$ cat config.mk
export PLATFORM = sky130hd
export DESIGN_NAME = multicycle_ctrl_flat
export DESIGN_NICKNAME = d
export VERILOG_FILES = /design/src/rtl/multicycle_ctrl_if.sv /design/src/rtl/multicycle_ctrl.sv /design/src/flat_wrapper.sv
export SDC_FILE = /design/constraint.sdc
export NUM_CORES = 1
export LEC_CHECK = 0
export CORE_ASPECT_RATIO = 1.4
export CORE_MARGIN = 5
export CORE_UTILIZATION = 40
export DETAILED_ROUTE_END_ITERATION = 8
export DONT_BUFFER_PORTS = 1
export GPL_TIMING_DRIVEN = 0
export PLACE_DENSITY = 0.54
export SLEW_MARGIN = 40
export SYNTH_ARGS = -nofsm -noshare
export SYNTH_HDL_FRONTEND = slang
export SYNTH_SLANG_ARGS = --single-unit
$ cat constraint.sdc
create_clock -name clk -period 3.95 [get_ports clk]
set_clock_uncertainty 0.2 [all_clocks]
set_input_delay 0.395 -clock clk [delete_from_list [all_inputs] [get_ports clk]]
set_output_delay 0.395 -clock clk [all_outputs]
set_load 0.02 [all_outputs]
$ cat src/rtl/multicycle_ctrl_if.sv
// Control bundle between the multi-cycle sequencer and the single-cycle datapath.
// Latency: none, wires only.
// Backpressure: none; the sequencer paces the datapath through pc_en and the write enables.
interface multicycle_ctrl_if #(
  parameter int CNT_W = 16
);
  logic             run;
  logic [31:0]      instr;
  logic [3:0]       status;
  logic [3:0]       opcode;
  logic             ALUsrc;
  logic             RegWrite;
  logic             MemRW;
  logic             MemtoReg;
  logic             PCsrc;
  logic             pc_en;
  logic             halted;
  logic             busy;
  logic [CNT_W-1:0] retired;
  logic [2:0]       state_out;

  // Sequencer side: consumes run/instr/status, drives datapath controls.
  modport master (
    input  run, instr, status,
    output opcode, ALUsrc, RegWrite, MemRW, MemtoReg, PCsrc, pc_en,
           halted, busy, retired, state_out
  );

  // Datapath / debug side.
  modport slave (
    output run, instr, status,
    input  opcode, ALUsrc, RegWrite, MemRW, MemtoReg, PCsrc, pc_en,
           halted, busy, retired, state_out
  );
endinterface

$ cat src/rtl/multicycle_ctrl.sv
// Multi-cycle sequencer: latches each fetched instruction and steps it through FETCH/DECODE/EXEC/MEM/WB.
// Latency: R/I-ALU 4 cycles, LOAD 5, STORE 4, BRANCH 3; illegal opcodes park in HALT after 2 cycles.
// Backpressure: run is only looked at in IDLE and when an instruction ends; a dropped run lets the current one finish.
module multicycle_ctrl #(
  parameter int CNT_W = 16
) (
  input  logic           clk,
  input  logic           reset,
  multicycle_ctrl_if.master bus
);

  localparam logic [2:0] S_IDLE   = 3'd0;
  localparam logic [2:0] S_FETCH  = 3'd1;
  localparam logic [2:0] S_DECODE = 3'd2;
  localparam logic [2:0] S_EXEC   = 3'd3;
  localparam logic [2:0] S_MEM    = 3'd4;
  localparam logic [2:0] S_WB     = 3'd5;
  localparam logic [2:0] S_HALT   = 3'd6;

  localparam logic [6:0] OP_R      = 7'b0110011;
  localparam logic [6:0] OP_I      = 7'b0010011;
  localparam logic [6:0] OP_LOAD   = 7'b0000011;
  localparam logic [6:0] OP_STORE  = 7'b0100011;
  localparam logic [6:0] OP_BRANCH = 7'b1100011;

  localparam logic [3:0] ALU_ADD = 4'b0000;
  localparam logic [3:0] ALU_SUB = 4'b0001;
  localparam logic [3:0] ALU_AND = 4'b0010;
  localparam logic [3:0] ALU_OR  = 4'b0011;
  localparam logic [3:0] ALU_XOR = 4'b0100;
  localparam logic [3:0] ALU_SLL = 4'b0101;
  localparam logic [3:0] ALU_SRL = 4'b0110;
  localparam logic [3:0] ALU_SLT = 4'b0111;

  logic [2:0]       state;
  logic [2:0]       state_nxt;
  // Only the instruction fields the controller decodes are held; the rest belong to the datapath.
  logic [6:0]       ir_op;
  logic [2:0]       ir_f3;
  logic             ir_b30;
  logic [CNT_W-1:0] retired_q;

  logic             is_r, is_i, is_ld, is_st, is_br, legal;
  logic [3:0]       alu_op;
  logic             take;
  logic             last;
  logic             in_instr;
  logic             unused_bits;

  assign unused_bits = &{1'b0, bus.instr[31], bus.instr[29:15], bus.instr[11:7],
                         bus.status[3], bus.status[1:0]};

  assign is_r  = (ir_op == OP_R);
  assign is_i  = (ir_op == OP_I);
  assign is_ld = (ir_op == OP_LOAD);
  assign is_st = (ir_op == OP_STORE);
  assign is_br = (ir_op == OP_BRANCH);
  assign legal = is_r | is_i | is_ld | is_st | is_br;

  // ALU operation: memory ops address with ADD, branches compare with SUB, ALU ops decode funct3.
  always_comb begin
    alu_op = ALU_ADD;
    if (is_ld || is_st) begin
      alu_op = ALU_ADD;
    end else if (is_br) begin
      alu_op = ALU_SUB;
    end else if (is_r || is_i) begin
      case (ir_f3)
        3'b000:  alu_op = (is_r && ir_b30) ? ALU_SUB : ALU_ADD;
        3'b111:  alu_op = ALU_AND;
        3'b110:  alu_op = ALU_OR;
        3'b100:  alu_op = ALU_XOR;
        3'b001:  alu_op = ALU_SLL;
        3'b101:  alu_op = ALU_SRL;
        3'b010:  alu_op = ALU_SLT;
        default: alu_op = ALU_ADD;
      endcase
    end
  end

  // Branch decision from the ALU zero flag: BEQ takes on zero, BNE on non-zero.
  always_comb begin
    take = 1'b0;
    case (ir_f3)
      3'b000:  take = bus.status[2];
      3'b001:  take = ~bus.status[2];
      default: take = 1'b0;
    endcase
  end

  // The final state of each class is where the PC advances and the instruction retires.
  assign last = (state == S_WB) ||
                (state == S_MEM  && is_st) ||
                (state == S_EXEC && is_br);

  // Next-state sequencing per instruction class.
  always_comb begin
    state_nxt = state;
    case (state)
      S_IDLE:   state_nxt = bus.run ? S_FETCH : S_IDLE;
      S_FETCH:  state_nxt = S_DECODE;
      S_DECODE: state_nxt = legal ? S_EXEC : S_HALT;
      S_EXEC: begin
        if (is_br)              state_nxt = bus.run ? S_FETCH : S_IDLE;
        else if (is_ld || is_st) state_nxt = S_MEM;
        else                    state_nxt = S_WB;
      end
      S_MEM: begin
        if (is_st) state_nxt = bus.run ? S_FETCH : S_IDLE;
        else       state_nxt = S_WB;
      end
      S_WB:     state_nxt = bus.run ? S_FETCH : S_IDLE;
      S_HALT:   state_nxt = S_HALT;
      default:  state_nxt = S_IDLE;
    endcase
  end

  // State, instruction register and retired counter; reset clears them without waiting for a clock.
  always_ff @(posedge clk or posedge reset) begin
    if (reset) begin
      state     <= S_IDLE;
      ir_op     <= '0;
      ir_f3     <= '0;
      ir_b30    <= 1'b0;
      retired_q <= '0;
    end else begin
      state <= state_nxt;
      if (state == S_FETCH) begin
        ir_op  <= bus.instr[6:0];
        ir_f3  <= bus.instr[14:12];
        ir_b30 <= bus.instr[30];
      end
      if (last) begin
        retired_q <= retired_q + 1'b1;
      end
    end
  end

  // DECODE onward is where the decoded ALU controls are held; illegal ops decode to zeros.
  assign in_instr = (state == S_DECODE) || (state == S_EXEC) ||
                    (state == S_MEM)    || (state == S_WB);

  // Moore outputs decoded from state and the latched instruction.
  always_comb begin
    bus.opcode    = in_instr ? alu_op : 4'b0000;
    bus.ALUsrc    = in_instr && (is_i || is_ld || is_st);
    bus.RegWrite  = (state == S_WB);
    bus.MemRW     = (state == S_MEM) && is_st;
    bus.MemtoReg  = is_ld && ((state == S_MEM) || (state == S_WB));
    bus.pc_en     = last;
    bus.PCsrc     = (state == S_EXEC) && is_br && take;
    bus.halted    = (state == S_HALT);
    bus.busy      = (state != S_IDLE) && (state != S_HALT);
    bus.state_out = state;
    bus.retired   = retired_q;
  end

endmodule

$ cat src/flat_wrapper.sv
// flat-port wrapper written by rule: the top's interface ports become plain ports
module multicycle_ctrl_flat 
#(
  parameter int CNT_W = 16
)
  (clk, reset, bus_run, bus_instr, bus_status, bus_opcode, bus_ALUsrc, bus_RegWrite, bus_MemRW, bus_MemtoReg, bus_PCsrc, bus_pc_en, bus_halted, bus_busy, bus_retired, bus_state_out);
  multicycle_ctrl_if #(.CNT_W(CNT_W)) bus_i ();
  input  logic clk;
  input  logic reset;
  input wire logic [$bits(bus_i.run)-1:0] bus_run;
  input wire logic [$bits(bus_i.instr)-1:0] bus_instr;
  input wire logic [$bits(bus_i.status)-1:0] bus_status;
  output wire logic [$bits(bus_i.opcode)-1:0] bus_opcode;
  output wire logic [$bits(bus_i.ALUsrc)-1:0] bus_ALUsrc;
  output wire logic [$bits(bus_i.RegWrite)-1:0] bus_RegWrite;
  output wire logic [$bits(bus_i.MemRW)-1:0] bus_MemRW;
  output wire logic [$bits(bus_i.MemtoReg)-1:0] bus_MemtoReg;
  output wire logic [$bits(bus_i.PCsrc)-1:0] bus_PCsrc;
  output wire logic [$bits(bus_i.pc_en)-1:0] bus_pc_en;
  output wire logic [$bits(bus_i.halted)-1:0] bus_halted;
  output wire logic [$bits(bus_i.busy)-1:0] bus_busy;
  output wire logic [$bits(bus_i.retired)-1:0] bus_retired;
  output wire logic [$bits(bus_i.state_out)-1:0] bus_state_out;
  assign bus_i.run = bus_run;
  assign bus_i.instr = bus_instr;
  assign bus_i.status = bus_status;
  assign bus_opcode = bus_i.opcode;
  assign bus_ALUsrc = bus_i.ALUsrc;
  assign bus_RegWrite = bus_i.RegWrite;
  assign bus_MemRW = bus_i.MemRW;
  assign bus_MemtoReg = bus_i.MemtoReg;
  assign bus_PCsrc = bus_i.PCsrc;
  assign bus_pc_en = bus_i.pc_en;
  assign bus_halted = bus_i.halted;
  assign bus_busy = bus_i.busy;
  assign bus_retired = bus_i.retired;
  assign bus_state_out = bus_i.state_out;
  multicycle_ctrl #(.CNT_W(CNT_W)) u_core (.clk(clk), .reset(reset), .bus(bus_i));
endmodule
== After elaboration in Yosys (flattened, before gate mapping) ==
Index checks and enable logic that the tools add are counted.
Word-level totals
  register bits: 30
  input port bits: 39
  output and inout port bits: 31
  word-level logic and storage cells: 63
Operators by class
  equal/unequal tests: 18
  bitwise gates (word level): 5
  $add $sub $neg: 1
  reduce and logical (&&, ||, !) cells: 21
  muxes and demuxes: 13
Operator list (count)
  case mux 4 bit (7 select lines): 1
  == test 3 bit (second input constant): 7
  case mux 3 bit (6 select lines): 1
  adder 16 x 1 -> 16 bit (second input constant): 1
  2-to-1 mux 4 bit: 4
  == test 7 x 6 -> 1 bit (second input constant): 2
  logical OR 1 bit: 10
  == test 3 x 2 -> 1 bit (second input constant): 3
  2-to-1 mux 3 bit: 3
  == test 7 x 2 -> 1 bit (second input constant): 1
  == test 7 x 5 -> 1 bit (second input constant): 1
  == test 7 bit (second input constant): 1
  logical AND 1 bit: 7
  == test 3 x 1 -> 1 bit (second input constant): 2
  logical NOT 3 bit: 2
  OR 1 bit: 4
  2-to-1 mux 1 bit: 3
  != test 3 bit (second input constant): 1
  nonzero test 3 bit: 1
  case mux 1 bit (2 select lines): 1
  OR reduction 2 bit: 1
  NOT 1 bit: 1

== Logic depth before layout (Yosys ltp) ==
  depth in word-level cells: 8
  gate-level depth with buffers: 6
  depth with buffers taken out: 5

== Worst setup path after synthesis ==
No wires, ideal clock.
  path kind: register to output
  start: register u_core.state[1], in the netlist u_core.bus.state_out[1]
  end: output port bus_PCsrc
  path buffers: 1
  cell stages (with the launch flop): 5
  required time: 3.355 ns
  slack: 1.569 ns
  data arrival time: 1.786 ns
  cell sequence: dfrtp_1 > clkbuf_1 > nand3b_1 > or4_1 > nor3_1
On the way
  word-level cells in the longest chain between the ends: 3
Ends and longest elaborated chain
  start: declaration: RTL line multicycle_ctrl.sv:35  | logic [2:0] state;
  start signal: assignment: RTL line multicycle_ctrl.sv:127  | state <= state_nxt;
  == test 3 x 2 -> 1 bit: RTL line multicycle_ctrl.sv:151  | bus.PCsrc = (state == S_EXEC) && is_br && take;
  logical AND 1 bit (2 in series): RTL line multicycle_ctrl.sv:151
  end: declaration: RTL line flat_wrapper.sv:18  | output wire logic [$bits(bus_i.PCsrc)-1:0] bus_PCsrc;
Every way passes these cells.

== Final worst setup path ==
Same ends and word-level chain as after synthesis.

==> summary.txt <==
Clock tree
  • CTS Root Cell: clkbuf_8
  • Clock-pin slew on the worst setup and hold paths: 0.06 ns
  • H-tree levels: 2
  • CTS tree: done
  • CTS Sinks: 30
  • Inserted Clock Buffers: 5
  • Resized Gates After CTS: 0
  • Skew-Pair Late Insertion Delay: about 0.28 ns
  • Post-CTS setup buffer count: 0
  • Max Root-Sink Buffers: 2

Routing
  • Post-route ant nets: 0
  • Drt pass-1 iters: 4
  • Via count: 1235
  • Vias per inst: 5.94
  • Residual DRC: 0
  • Final wirelength: between 3000 and 4000 µm
  • Drt wl/cell: between 15 and 20 µm
  • Iter 0 DRT Violations: 102

Global route
  • Total GRT Usage: 0.143
  • Pin count of the biggest net entering global routing: 31
  • Initial antenna violation count: 0
  • GRT overflow: 0
  • First-pass GRT wire length: ~6000 µm
  • Vias in the first global route: 1227

Timing
  • RSZ-0062 raised after global routing: false
  • Setup_tns: 0 ns
  • Max frequency: 339 MHz
  • Final worst setup slack: 1.00 ns
  • Minimum clock period after layout: approximately 2.9 ns
  • Fin crit share: 0.746
  • WHS: about 0.062 ns
  • Pins Over Slew Limit: 0
  • Worst Tran Pin Value: 0.727 ns
  • Final setup vio count: 0
  • Relative slew slack: 0.511
  • Fin. Hold Viols: 0

Placement
  • Port Buffer Count: 0
  • Gpl congestion: 0.776
  • Hpwl dp: 2800 µm
  • Post-place setup slack: 1.31 ns

Cells and area
  • Synthesis-to-layout area growth: 10.1%
  • Filler instances: 401
  • Final core utilization: 0.460
  • Nets: 204
  • Ant diodes: 0
  • Fraction of layout cells with a size suffix above 1: 0.218

Logic synthesis
  • XOR/XNOR share of the synthesized area: 0.0946
  • Post-synthesis mux area share: 0.0811
  • Mapped Avg Cell Area: around 11 µm²
  • Post-synthesis cell count: 156
  • Syn nets: 196
  • Seq/Total Area, Yosys: 0.450
  • Ys Warns: 0
  • Netlist Area Pre-Place: 0.00167 mm²
  • Simple-gate area share of the yosys netlist: 0.177
  • Flops & latches, synth: 30
  • Post-Synth Adder-Cell Area: 0.00751
  • Main combinational cell family by area after synthesis: simple AND/OR/NAND/NOR gates
  • Distinct cells, synth: 39
  • Synth Area in Compound Gates: 0.147

Power and ir drop
  • VDD IR max: 0.298 mV
  • Static Leak: 0.787 nW
  • Power Density: 717 mW/mm²

Die
  • Die height: ~86 µm
  • Core area: roughly 0.0040 mm²
  • Die footprint: 0.00558 mm²
  • Site Rows: 27
  • Ports: 70
  • Die X: 64.6 µm
  • Starting Density: 0.418

Critical path
  • Reg2reg setup slack: 1.31 ns
  • Critical Path RT: 3.36 ns
  • Crit Path Class: register to primary output
  • Startpoint Class: register
  • R2r worst-path depth: 6
  • Worst-path fanout max: 10
  • Setup crit end kind: primary output
  • Critical path arrival: 2.35 ns

Worst hold path
  • Hold Path Stages: 1
  • Hold WC Path Type: input pin to register

Run
  • Max-Cap Viols: 0

Status
  • Status: completed
[layout by cell type (no fill, tap or decap), types with 2 or more instances in the layout]
| master | instances |
|---|---|
| nand2b_1 | 6 |
| clkbuf_1 | 5 |
| a211oi_2 | 2 |
| clkbuf_8 | 6 |
| mux2_2 | 11 |
| buf_2 | 5 |
| dfrtp_1 | 30 |
| nor3_1 | 5 |
| nand2_1 | 9 |
| a2111oi_2 | 5 |
| a211oi_1 | 2 |
| xor2_1 | 15 |
| nor2_1 | 5 |
| o21ai_0 | 2 |
| xnor2_1 | 3 |
| nor4_2 | 2 |
| and4_1 | 2 |
| nand3b_1 | 4 |
| inv_1 | 4 |
| nand3_1 | 6 |
| nand4_1 | 3 |
| nor2b_1 | 2 |
| a21oi_1 | 10 |
[critical path, stage by stage, from the launching register on]
cell and delay [ns]:
dfrtp_1 0.45, clkbuf_1 0.36, nand3b_1 0.22, or4_1 0.51
nor3_1 0.53
[state kept, by name (all words and copies together), names as in the netlist]
signal / cells
u_core.bus.retired: 16
u_core.bus.state_out: 3
u_core.ir_b30: 1
u_core.ir_f3: 3
u_core.ir_op: 7
[final timing paths]
| check | start | end |
|---|---|---|
| setup reg to reg | u_core.bus.state_out[1] | u_core.bus.retired[1] |
| min in group asynchronous | reset | u_core.bus.retired[5] |
| setup / recovery | u_core.bus.state_out[1] | bus_PCsrc |
| hold / removal | bus_instr[1] | u_core.ir_op[1] |
| hold reg to reg | u_core.ir_b30 | u_core.ir_b30 |
| max in group asynchronous | reset | u_core.ir_op[4] |
[through the flow]
step,power (mW),area (µm²),cells
5_1_grt,1.41,1830,208
2_1_floorplan,0.955,1670,156
3_5_place_dp,1.07,1730,199
4_1_cts,1.33,1830,208
6_report,1.31,1830,208
3_3_place_gp,1.04,1720,199
[cells in the mapped netlist]
cell / instances / area share
a2111oi_2: 5 / 0.045
a211oi_1: 2 / 0.0090
a211oi_2: 2 / 0.015
a21boi_0: 1 / 0.0045
a21boi_1: 1 / 0.0045
a21o_1: 1 / 0.0045
a21oi_1: 10 / 0.030
and2_1: 1 / 0.0038
and3_1: 1 / 0.0038
and3b_1: 1 / 0.0053
and4_1: 2 / 0.011
and4bb_2: 1 / 0.0075
buf_2: 5 / 0.015
buf_4: 1 / 0.0045
clkbuf_1: 4 / 0.0090
conb_1: 1 / 0.0023
dfrtp_1: 30 / 0.45
ha_1: 1 / 0.0075
inv_1: 5 / 0.011
mux2_1: 1 / 0.0068
mux2_2: 11 / 0.074
nand2_1: 9 / 0.020
nand2b_1: 6 / 0.023
nand3_1: 6 / 0.018
nand3b_1: 4 / 0.018
nand4_1: 3 / 0.011
nand4bb_1: 1 / 0.0068
nor2_1: 5 / 0.011
nor2b_1: 2 / 0.0075
nor3_1: 5 / 0.015
nor4_1: 3 / 0.011
o21ai_0: 2 / 0.0060
o311ai_0: 1 / 0.0053
o31ai_1: 1 / 0.0045
o32a_1: 1 / 0.0060
o41a_4: 1 / 0.013
or4_1: 1 / 0.0045
xnor2_1: 3 / 0.016
xor2_1: 15 / 0.079
[logic make-up (layout without fill, tap and decap cells)]
kind of cell | after synthesis | in the layout
and+or+nand+nor | 51 | 51
muxes | 12 | 12
other | 1 | 1
buffers and inverters | 15 | 24
adders and majority gates | 1 | 1
DFF | 30 | 30
AOI/OAI and AO/OA | 28 | 28
xor gates and xnor gates | 18 | 18
[area by class of cell]
type / count / area, µm² / share of cell area
clock buffer: 7 / 86.3 / 0.0471
inverter: 5 / 18.8 / 0.0102
sequential: 30 / 751 / 0.409
clock inverter: 1 / 5.00 / 0.00273
buffer: 10 / 47.5 / 0.0259
multi-input combinational: 111 / 862 / 0.470
timing repair buffer: 1 / 10.0 / 0.00546
tap: 43 / 53.8 / 0.0293
[power breakdown]
| part | internal [mW] | switching (mW) |
|---|---|---|
| registers | 0.409 | 0.149 |
| logic | 0.208 | 0.298 |
| clock network | 0.140 | 0.111 |
| total | 0.757 | 0.558 |
[layer usage]
layer	global-route usage	vias up	wire length, µm
li1	-	578	-
met1	0.143	600	1350
met3	0.0597	8	316
met5	0	-	0
met4	0.0731	0	80
met2	0.251	49	1990
[repair_timing]
action                                  4_1_cts  5_1_grt
hold endpoints to repair                     30        0
hold buffers                                  1        0
endpoints found under the setup margin        0        0
Note: power is estimated with default switching activity, not from simulation.
